$ cat src/rtl/mm_feed_ctrl_if.sv
// Bus bundle between mm_feed_ctrl and its host / 4x4 systolic array.
// The slave modport is the controller's view; master is the host/array side.
interface mm_feed_ctrl_if #(
   parameter int DW = 8,
   parameter int CW = 17
);
   logic             ld_valid;
   logic             ld_ready;
   logic             ld_sel;
   logic [3:0]       ld_idx;
   logic [DW-1:0]    ld_data;
   logic             start;
   logic             busy;
   logic             done;
   logic             sa_clr;
   logic [4*DW-1:0]  a_out;
   logic [4*DW-1:0]  b_out;
   logic [16*CW-1:0] sa_c;
   logic             res_valid;
   logic             res_ready;
   logic [CW-1:0]    res_data;
   logic [3:0]       res_idx;

   modport slave (
      input  ld_valid, ld_sel, ld_idx, ld_data, start, sa_c, res_ready,
      output ld_ready, busy, done, sa_clr, a_out, b_out, res_valid, res_data, res_idx
   );

   modport master (
      output ld_valid, ld_sel, ld_idx, ld_data, start, sa_c, res_ready,
      input  ld_ready, busy, done, sa_clr, a_out, b_out, res_valid, res_data, res_idx
   );
endinterface

$ cat src/rtl/mm_feed_ctrl.sv
// Operand store, skewed feed, drain/capture and result streaming for a 4x4 systolic array.
// Optional MM_FEED_CTRL_PERF_EN adds a saturating busy-cycle counter on perf_cycles.
module mm_feed_ctrl #(
   parameter int DW        = 8,
   parameter int CW        = 17,
   parameter int DRAIN_CYC = 4
) (
   input  logic          clk,
   input  logic          reset,
   mm_feed_ctrl_if.slave bus
`ifdef MM_FEED_CTRL_PERF_EN
   ,
   output logic [15:0]   perf_cycles
`endif
);

   localparam logic [7:0] FEED_LAST  = 8'd6;
   localparam logic [7:0] DRAIN_LAST = 8'(DRAIN_CYC - 1);

   typedef enum logic [2:0] {
      S_IDLE,
      S_CLEAR,
      S_FEED,
      S_DRAIN,
      S_OUT
   } state_t;

   state_t          r_state;
   state_t          w_next;
   logic [DW-1:0]   r_mat_a [16];
   logic [DW-1:0]   r_mat_b [16];
   logic [CW-1:0]   r_cap   [16];
   logic [7:0]      r_cnt;
   logic [3:0]      r_ridx;
   logic            r_done;
   logic            w_ld_fire;
   logic            w_start_fire;
   logic            w_capture;
   logic            w_res_fire;
   logic            w_busy;
   logic [4*DW-1:0] w_a_out;
   logic [4*DW-1:0] w_b_out;

   always_ff @(posedge clk or negedge reset) begin
      if (!reset) begin
         r_state <= S_IDLE;
      end else begin
         r_state <= w_next;
      end
   end

   always_comb begin
      w_next       = r_state;
      w_start_fire = 1'b0;
      w_capture    = 1'b0;
      case (r_state)
         S_IDLE: begin
            if (bus.start) begin
               w_next       = S_CLEAR;
               w_start_fire = 1'b1;
            end
         end
         S_CLEAR: w_next = S_FEED;
         S_FEED: begin
            if (r_cnt == FEED_LAST) w_next = S_DRAIN;
         end
         S_DRAIN: begin
            if (r_cnt == DRAIN_LAST) begin
               w_next    = S_OUT;
               w_capture = 1'b1;
            end
         end
         S_OUT: begin
            if (bus.res_ready && (r_ridx == 4'd15)) w_next = S_IDLE;
         end
         default: w_next = S_IDLE;
      endcase
   end

   assign w_ld_fire  = bus.ld_valid & bus.ld_ready;
   assign w_res_fire = (r_state == S_OUT) & bus.res_ready;
   assign w_busy     = (r_state != S_IDLE);

   // Shared beat counter: restarts on every state change, counts in FEED and DRAIN.
   always_ff @(posedge clk or negedge reset) begin
      if (!reset) begin
         r_cnt <= '0;
      end else if (w_next != r_state) begin
         r_cnt <= '0;
      end else if ((r_state == S_FEED) || (r_state == S_DRAIN)) begin
         r_cnt <= r_cnt + 8'd1;
      end
   end

   always_ff @(posedge clk or negedge reset) begin
      if (!reset) begin
         r_ridx <= '0;
         r_done <= 1'b0;
      end else begin
         r_done <= w_res_fire && (r_ridx == 4'd15);
         if (w_res_fire) r_ridx <= r_ridx + 4'd1;
      end
   end

   always_ff @(posedge clk or negedge reset) begin
      if (!reset) begin
         for (int unsigned n = 0; n < 16; n++) begin
            r_mat_a[n] <= '0;
            r_mat_b[n] <= '0;
         end
      end else if (w_ld_fire) begin
         if (bus.ld_sel) r_mat_b[bus.ld_idx] <= bus.ld_data;
         else            r_mat_a[bus.ld_idx] <= bus.ld_data;
      end
   end

   always_ff @(posedge clk or negedge reset) begin
      if (!reset) begin
         for (int unsigned n = 0; n < 16; n++) r_cap[n] <= '0;
      end else if (w_capture) begin
         for (int unsigned n = 0; n < 16; n++) r_cap[n] <= bus.sa_c[n*CW +: CW];
      end
   end

   // Lane L carries A[L][t-L] and B[t-L][L]; both use the same skewed column/row k.
   always_comb begin : p_lanes
      logic [3:0] k;
      k       = '0;
      w_a_out = '0;
      w_b_out = '0;
      if (r_state == S_FEED) begin
         for (int unsigned i = 0; i < 4; i++) begin
            k = r_cnt[3:0] - 4'(i);
            if ((r_cnt[3:0] >= 4'(i)) && (k <= 4'd3)) begin
               w_a_out[i*DW +: DW] = r_mat_a[{2'(i), k[1:0]}];
               w_b_out[i*DW +: DW] = r_mat_b[{k[1:0], 2'(i)}];
            end
         end
      end
   end

   // ld_ready and sa_clr are gated by reset so they reach reset values without a clock.
   assign bus.ld_ready  = (r_state == S_IDLE) & reset;
   assign bus.sa_clr    = (r_state == S_CLEAR) | ~reset;
   assign bus.busy      = w_busy;
   assign bus.done      = r_done;
   assign bus.a_out     = w_a_out;
   assign bus.b_out     = w_b_out;
   assign bus.res_valid = (r_state == S_OUT);
   assign bus.res_idx   = r_ridx;
   assign bus.res_data  = r_cap[r_ridx];

`ifdef MM_FEED_CTRL_PERF_EN
   logic [15:0] r_perf;

   always_ff @(posedge clk or negedge reset) begin
      if (!reset) begin
         r_perf <= '0;
      end else if (w_start_fire) begin
         r_perf <= '0;
      end else if (w_busy && (r_perf != '1)) begin
         r_perf <= r_perf + 16'd1;
      end
   end

   assign perf_cycles = r_perf;
`endif

endmodule

$ cat src/flat_wrapper.sv
// flat-port wrapper written by rule: the top's interface ports become plain ports
module mm_feed_ctrl_flat 
#(
   parameter int DW        = 8,
   parameter int CW        = 17,
   parameter int DRAIN_CYC = 4
)
  (clk, reset, bus_ld_valid, bus_ld_sel, bus_ld_idx, bus_ld_data, bus_start, bus_sa_c, bus_res_ready, bus_ld_ready, bus_busy, bus_done, bus_sa_clr, bus_a_out, bus_b_out, bus_res_valid, bus_res_data, bus_res_idx);
  mm_feed_ctrl_if #(.DW(DW), .CW(CW)) bus_i ();
  input  logic clk;
  input  logic reset;
  input wire logic [$bits(bus_i.ld_valid)-1:0] bus_ld_valid;
  input wire logic [$bits(bus_i.ld_sel)-1:0] bus_ld_sel;
  input wire logic [$bits(bus_i.ld_idx)-1:0] bus_ld_idx;
  input wire logic [$bits(bus_i.ld_data)-1:0] bus_ld_data;
  input wire logic [$bits(bus_i.start)-1:0] bus_start;
  input wire logic [$bits(bus_i.sa_c)-1:0] bus_sa_c;
  input wire logic [$bits(bus_i.res_ready)-1:0] bus_res_ready;
  output wire logic [$bits(bus_i.ld_ready)-1:0] bus_ld_ready;
  output wire logic [$bits(bus_i.busy)-1:0] bus_busy;
  output wire logic [$bits(bus_i.done)-1:0] bus_done;
  output wire logic [$bits(bus_i.sa_clr)-1:0] bus_sa_clr;
  output wire logic [$bits(bus_i.a_out)-1:0] bus_a_out;
  output wire logic [$bits(bus_i.b_out)-1:0] bus_b_out;
  output wire logic [$bits(bus_i.res_valid)-1:0] bus_res_valid;
  output wire logic [$bits(bus_i.res_data)-1:0] bus_res_data;
  output wire logic [$bits(bus_i.res_idx)-1:0] bus_res_idx;
  assign bus_i.ld_valid = bus_ld_valid;
  assign bus_i.ld_sel = bus_ld_sel;
  assign bus_i.ld_idx = bus_ld_idx;
  assign bus_i.ld_data = bus_ld_data;
  assign bus_i.start = bus_start;
  assign bus_i.sa_c = bus_sa_c;
  assign bus_i.res_ready = bus_res_ready;
  assign bus_ld_ready = bus_i.ld_ready;
  assign bus_busy = bus_i.busy;
  assign bus_done = bus_i.done;
  assign bus_sa_clr = bus_i.sa_clr;
  assign bus_a_out = bus_i.a_out;
  assign bus_b_out = bus_i.b_out;
  assign bus_res_valid = bus_i.res_valid;
  assign bus_res_data = bus_i.res_data;
  assign bus_res_idx = bus_i.res_idx;
  mm_feed_ctrl #(.DW(DW), .CW(CW), .DRAIN_CYC(DRAIN_CYC)) u_core (.clk(clk), .reset(reset), .bus(bus_i));
endmodule
$ cat config.mk
export PLATFORM = sky130hd
export DESIGN_NAME = mm_feed_ctrl_flat
export DESIGN_NICKNAME = d
export VERILOG_FILES = /design/src/rtl/mm_feed_ctrl_if.sv /design/src/rtl/mm_feed_ctrl.sv /design/src/flat_wrapper.sv
export SDC_FILE = /design/constraint.sdc
export NUM_CORES = 1
export LEC_CHECK = 0
export CORE_ASPECT_RATIO = 1.4
export CORE_MARGIN = 1
export CORE_UTILIZATION = 38
export CTS_CLUSTER_DIAMETER = 50
export DETAILED_ROUTE_END_ITERATION = 10
export PLACE_DENSITY_LB_ADDON = 0.08
export SLEW_MARGIN = 30
export SYNTH_ARGS = -nofsm -noshare
export SYNTH_HDL_FRONTEND = slang
export SYNTH_SLANG_ARGS = --single-unit
export TNS_END_PERCENT = 5
$ cat constraint.sdc
create_clock -name clk -period 7.7 [get_ports clk]
set_input_delay 2.31 -clock clk [delete_from_list [all_inputs] [get_ports clk]]
set_output_delay 2.31 -clock clk [all_outputs]
set_load 0.02 [all_outputs]
==> results.txt, run 1 <==
Average cell area after synthesis: 16.5 um2
Initial core utilization: 0.385
Share of total power in sequential cells: 0.393
Global placer's final weighted congestion: 0.792
Category of the worst setup path capture point: output port
Critical path peak fanout: 34
Arrival time reported for the critical path endpoint: 4000 ps
Clock sink count: 544
Remaining routing DRC violations: 0
Final setup fails: 0
Met3 demand-to-capacity share in global routing: 0.0568
Die extent in y: 312 um
Max-slew violation count: 0
Count of yosys warnings during synthesis: 0
Max clock buf depth: 3
Commonest cells after routing, fill and taps aside: 541 x sky130_fd_sc_hd__dfrtp_1, 378 x sky130_fd_sc_hd__clkdlybuf4s50_1, 269 x sky130_fd_sc_hd__mux2_4
Vias in the first global route: 16,700
Via count: 15,100
Post-CTS Setup Inserts: 0
Leak Pwr: 15.0 nW
Tightest Pin Transition: 992 ps
Placed Instances: 2,745
Gr busiest metal: met2
Count of distinct cell types in the synthesized netlist: 50
Final Util: 0.482
CTS tree: built
Status: complete, no violations
CTS H-tree lvls: 3
Mapped cell area: 26,100 um2
Number of enable flip-flop cells after synthesis: 0
Wire length of the first global-routing pass: 111 mm
Max_cap viols: 0
Switching power as a share of total power: 0.290
Peak VDD IR: 0.190 mV
Layout cell share with drive strength beyond 1: 0.395
Achievable Freq: 0.158 GHz
Overall track demand over capacity in global routing: 0.215
Hold path startpoint: u_core.r_mat_b[11]$_DFFE_PN0P_
WL/cell: 25.9 um
Number of nets in the final layout: 2,250
Hold buffer count at cts: 0
Required time at the worst-slack endpoint: 5390 ps
Clk pwr share: 0.283
Path category of the worst min-delay check: reg2reg
Syn Inst Count: 1,582
Setup Total Neg Slack: 0 ps
Unrepaired setup endpoints after global routing: no
Number of ports placed on the die boundary: 380
Via/cell ratio: 5.26
Synth async-reset ratio: 1.00
Post-cts sizing count: 0
Count of final hold-check violations: 0
Setup Skew: 24.7 ps
Net Count, Synth: 1,880
Startpoint kind of the worst setup timing path: flip-flop
P_int: 7.91 mW
Initial antenna violation count: 21
Root buf cell: sky130_fd_sc_hd__clkbuf_16
Worst setup path start: u_core.r_cnt[0]$_DFFE_PN0P_
Pre-CTS WS: 1690 ps
Residual antenna-violating net count after detailed routing: 0
Clock latency of the later-clocked register in the worst-skew pair: 600 ps
HPWL after DPL: 50.2 mm
GR Util met1: 0.261
Remaining global-route overflow: 0
Pwr dens: 340 nW/um2
Headroom to the max-slew limit: 0.338
Leading cell type in the layout, fill and taps excluded: sky130_fd_sc_hd__dfrtp_1
Worst setup path category: reg2out
Final worst path period share: 0.819
Final standard cell count with taps included and fillers excluded: 2,868
Final critical delay including setup and external delays: 6310 ps
Final Routed Wirelength: 74.2 mm
Switching component of the power: 3.22 mW
Post-CTS clock slew at the launch and capture registers of the worst setup and hold paths: 60 ps
Detailed-router iteration count before antenna repair: 7
Fraction of met2 tracks used by global routing: 0.367
Horiz. Die Dim: 224 um
Part of the Yosys area used for sequential elements: 0.521
Die outline area: 69,800 um2
Input/output buffers: 379
First DRT Iteration DRCs: 856
Ys flop type: sky130_fd_sc_hd__dfrtp_1
Final setup slack of the worst path: 1390 ps
Synth-to-layout area growth: 25.2%
Number of buffers created by CTS: 66
Launch point of the worst reg-to-reg path: u_core.r_cnt[0]$_DFFE_PN0P_
Synth Register Bits: 544
# rows: 113
Logic gate share of total power: 0.324
Total core area: 67,900 um2
Pin count of the biggest net entering global routing: 130
routing by layer:
layer  routed length [um]  share of wire  vias up
li1                     -              -     6597
met1                30000           0.40     7961
met2                37800           0.51      397
met3                 4670          0.063       97
met4                 1550          0.021       22
met5                  129         0.0017        -
synthesized netlist by cell type (all sizes together) (4+ instances only):
cell type,number,area share
buf,54,0.025
nor2b,53,0.013
mux4,132,0.11
xor2,4,0.0013
nand3,5,0.00096
nor2,28,0.0063
inv,5,0.00072
mux2,529,0.27
dfrtp,544,0.52
nand2,43,0.0062
and3,19,0.0045
and2,6,0.0014
nor3b,4,0.0017
clkbuf,57,0.0082
xnor2,8,0.0027
a22oi,36,0.010
nand3b,5,0.0014
nor3,15,0.0033
ha,8,0.0038
path summary, 6_finish.rpt:
| kind | to | slack (ps) | cells past startpoint |
|---|---|---|---|
| worst max register to register | u_core.r_cap[1]$_DFFE_PN0P_ | 4180 | 6 |
| min in group asynchronous | u_core.r_cap[52]$_DFFE_PN0P_ | 1700 | 1 |
| max in group asynchronous | u_core.r_mat_b[95]$_DFFE_PN0P_ | 3950 | 3 |
| worst max-delay path | bus_a_out[15] | 1390 | 6 |
| worst min-delay path | u_core.r_mat_b[11]$_DFFE_PN0P_ | 480 | 1 |
| worst min register to register | u_core.r_mat_b[11]$_DFFE_PN0P_ | 480 | 1 |
through the flow:
step                      power (mW)  cell area, um2  hold WS [ps]
after global routing            11.7           32700           501
after CTS                       11.3           32600           484
after detailed placement        8.05           30500           471
after floorplan                 6.84           26100           452
final                           11.1           32700           482
after global placement          7.96           30400           462
critical path: stages, from the launching register on:
cell and delay (ps):
sky130_fd_sc_hd__dfrtp_4 880, sky130_fd_sc_hd__inv_1 140, sky130_fd_sc_hd__ha_1 740, sky130_fd_sc_hd__buf_4 490, sky130_fd_sc_hd__mux4_2 410, sky130_fd_sc_hd__nor2b_1 160, sky130_fd_sc_hd__clkdlybuf4s50_1 580
state kept, by name (all words and copies together), names as in the netlist:
register and count:
u_core.r_cap 272, u_core.r_mat_a 128, u_core.r_mat_b 128, u_core.r_cnt 8, u_core.bus.res_idx 4, u_core.r_state 3
u_core.bus.done 1
area by class of cell:
| class | count | area, um2 |
|---|---|---|
| fill | 5903 | 35200 |
| sequential | 544 | 13600 |
| clock buffer | 95 | 1910 |
| timing repair buffer | 413 | 4130 |
| antenna | 7 | 17.5 |
| clock inverter | 20 | 269 |
| inverter | 5 | 18.8 |
| tap | 862 | 1080 |
| multi-input combinational | 922 | 11600 |
power by group through the flow:
stage / combinational, mW / clock [mW] / sequential [mW]
3_5_place_dp: 3.63 / 0 / 4.42
5_1_grt: 3.84 / 3.35 / 4.48
3_3_place_gp: 3.54 / 0 / 4.42
4_1_cts: 3.67 / 3.25 / 4.37
6_report: 3.61 / 3.15 / 4.37
2_1_floorplan: 2.73 / 0 / 4.11
cells by family (layout without fill, tap and decap cells):
kind of cell	Yosys count	in the layout	synth area share
and+or+nand+nor	192	192	0.0424
xor gates and xnor gates	12	12	0.00402
AOI/OAI and AO/OA	49	49	0.0141
DFF	544	544	0.521
adders and majority gates	8	8	0.00383
muxes	661	661	0.380
other	0	7	0
buffers and inverters	116	533	0.0340
(Power assumes the default switching activity.)
==> run 2: changes to the inputs <==
clock period = 5.68 ns   (was 7.7 ns; I/O delays follow)
==> run 2 against run 1 <==
Compared with the run above: cell area up 0.81%; hold slack got worse by 1.2 ps; power rose by 38%; sequential power is 36% higher; clock skew decreased by 6.4 ps; critical path depth is 2 lower; global-route usage rose by 0.57 points; first-iteration DRC count fell by 5.3%; clock power increased by 41%; clock-buffer cell count increased by 7; non-clock buffer count rose by 8; critical path type unchanged; critical endpoint is now bus_res_data[8]; highest routed layer unchanged.
==> results.txt, run 2 (synthesis gave the netlist of run 1 again) <==
Status: complete, no violations
Number of buffers created by CTS: 66
Largest Register: u_core.r_cap
Final setup fails: 0
Detailed-router iteration count before antenna repair: 5
Unrepaired setup endpoints after global routing: no
Via/cell ratio: 5.24
Total core area: 67,900 um2
Pwr dens: 465 nW/um2
Fill cell total of the finished layout: 5,907
Hold buffer count at cts: 0
Critical path peak fanout: 34
Peak VDD IR: 0.264 mV
Category of the worst setup path capture point: output port
Initial core utilization: 0.385
Post-cts sizing count: 0
PnR Total Power: 15.3 mW
Clock sink count: 544
Number of ports placed on the die boundary: 380
Register area: 13,600 um2
Final Routed Wirelength: 75.6 mm
Die outline area: 69,800 um2
First DRT Iteration DRCs: 811
Max clock buf depth: 3
Instance area at placement: 30,500 um2
Commonest cells after routing, fill and taps aside: 541 x sky130_fd_sc_hd__dfrtp_1, 378 x sky130_fd_sc_hd__clkdlybuf4s50_1, 269 x sky130_fd_sc_hd__mux2_4
Count of final hold-check violations: 0
Max-slew violation count: 0
Wire length of the first global-routing pass: 114 mm
Vias in the first global route: 16,900
Layout cell share with drive strength beyond 1: 0.399
Path category of the worst min-delay check: reg2reg
Tightest Pin Transition: 819 ps
Max FFs per register: 272
Startpoint kind of the worst setup timing path: flip-flop
Overall track demand over capacity in global routing: 0.220
Via count: 15,200
Max_cap viols: 0
# rows: 113
Synth-to-layout area growth: 26.2%
Initial antenna violation count: 33
Input/output buffers: 379
CTS tree: built
Worst setup path category: reg2out
Die extent in y: 312 um
Number of nets in the final layout: 2,258
Required time at the worst-slack endpoint: 3980 ps
Global placer's final weighted congestion: 0.816
Horiz. Die Dim: 224 um
Remaining global-route overflow: 0
Headroom to the max-slew limit: 0.454
Post-CTS clock slew at the launch and capture registers of the worst setup and hold paths: 60 ps
Clock latency of the later-clocked register in the worst-skew pair: 590 ps
Multi-input gate area in the final layout: 11,600 um2
Residual antenna-violating net count after detailed routing: 0
Largest registers: u_core.r_cap: 272 flops, u_core.r_mat_a: 128 flops, u_core.r_mat_b: 128 flops
Achievable Freq: 0.192 GHz
Setup Skew: 18.3 ps
Pin count of the biggest net entering global routing: 156
Final critical delay including setup and external delays: 5200 ps
CTS H-tree lvls: 3
Leak Pwr: 15.1 nW
HPWL after DPL: 52.0 mm
Final worst path period share: 0.916
Setup Total Neg Slack: 0 ps
Remaining routing DRC violations: 0
Root buf cell: sky130_fd_sc_hd__clkbuf_16
WL/cell: 26.1 um
Post-route cell area: 33,000 um2
Post-CTS Setup Inserts: 0
Leading cell type in the layout, fill and taps excluded: sky130_fd_sc_hd__dfrtp_1
Arrival time reported for the critical path endpoint: 3500 ps
run 2: final timing paths:
path / startpoint / endpoint / slack (ps) / depth (start not counted)
max reg2reg: u_core.r_cnt[0]$_DFFE_PN0P_ / u_core.r_cap[156]$_DFFE_PN0P_ / 2600 / 7
min: u_core.r_mat_b[0]$_DFFE_PN0P_ / u_core.r_mat_b[0]$_DFFE_PN0P_ / 480 / 1
max in group asynchronous: reset / u_core.r_mat_b[9]$_DFFE_PN0P_ / 2880 / 4
min in group asynchronous: reset / u_core.r_cap[83]$_DFFE_PN0P_ / 970 / 1
min reg2reg: u_core.r_mat_b[0]$_DFFE_PN0P_ / u_core.r_mat_b[0]$_DFFE_PN0P_ / 480 / 1
max: u_core.bus.res_idx[0]$_DFFE_PN0P_ / bus_res_data[8] / 480 / 4
run 2: layout make-up:
type | instances | area share
Antenna cell | 19 | 0.00144
Clock buffer | 102 | 0.0626
Multi-Input combinational cell | 922 | 0.353
Timing Repair Buffer | 421 | 0.129
Tap cell | 862 | 0.0327
Sequential cell | 544 | 0.413
Clock inverter | 18 | 0.00748
Inverter | 5 | 0.000569
run 2: worst max-delay path, stage by stage, from the launching register on:
cell,delay (ps)
sky130_fd_sc_hd__dfrtp_4,920
sky130_fd_sc_hd__mux4_2,580
sky130_fd_sc_hd__a22oi_1,680
sky130_fd_sc_hd__nand2_1,100
sky130_fd_sc_hd__clkdlybuf4s50_1,590
run 2: per-stage QoR:
| step | utilization | std cells | worst slack, ps | hold slack, ps |
|---|---|---|---|---|
| after global placement | 0.449 | 2751 | 983 | 462 |
| after detailed placement | 0.450 | 2752 | 952 | 469 |
| after CTS | 0.484 | 2872 | 283 | 482 |
| after floorplan | - | 1582 | 1450 | 452 |
| final | 0.486 | 2893 | 480 | 481 |
| after global routing | 0.485 | 2884 | 214 | 499 |
run 2: power by group:
part | switching, mW | internal, mW
Sequential | 0.850 | 5.10
Combinational | 1.87 | 3.06
Clock | 1.70 | 2.74
run 2: routing by layer:
| metal | share of wire | wire, um | global-route usage |
|---|---|---|---|
| met1 | 0.39 | 29400 | 0.257 |
| met2 | 0.51 | 38500 | 0.375 |
| met3 | 0.071 | 5400 | 0.0714 |
| met4 | 0.027 | 2080 | 0.0828 |
| met5 | 0.0027 | 203 | 0 |
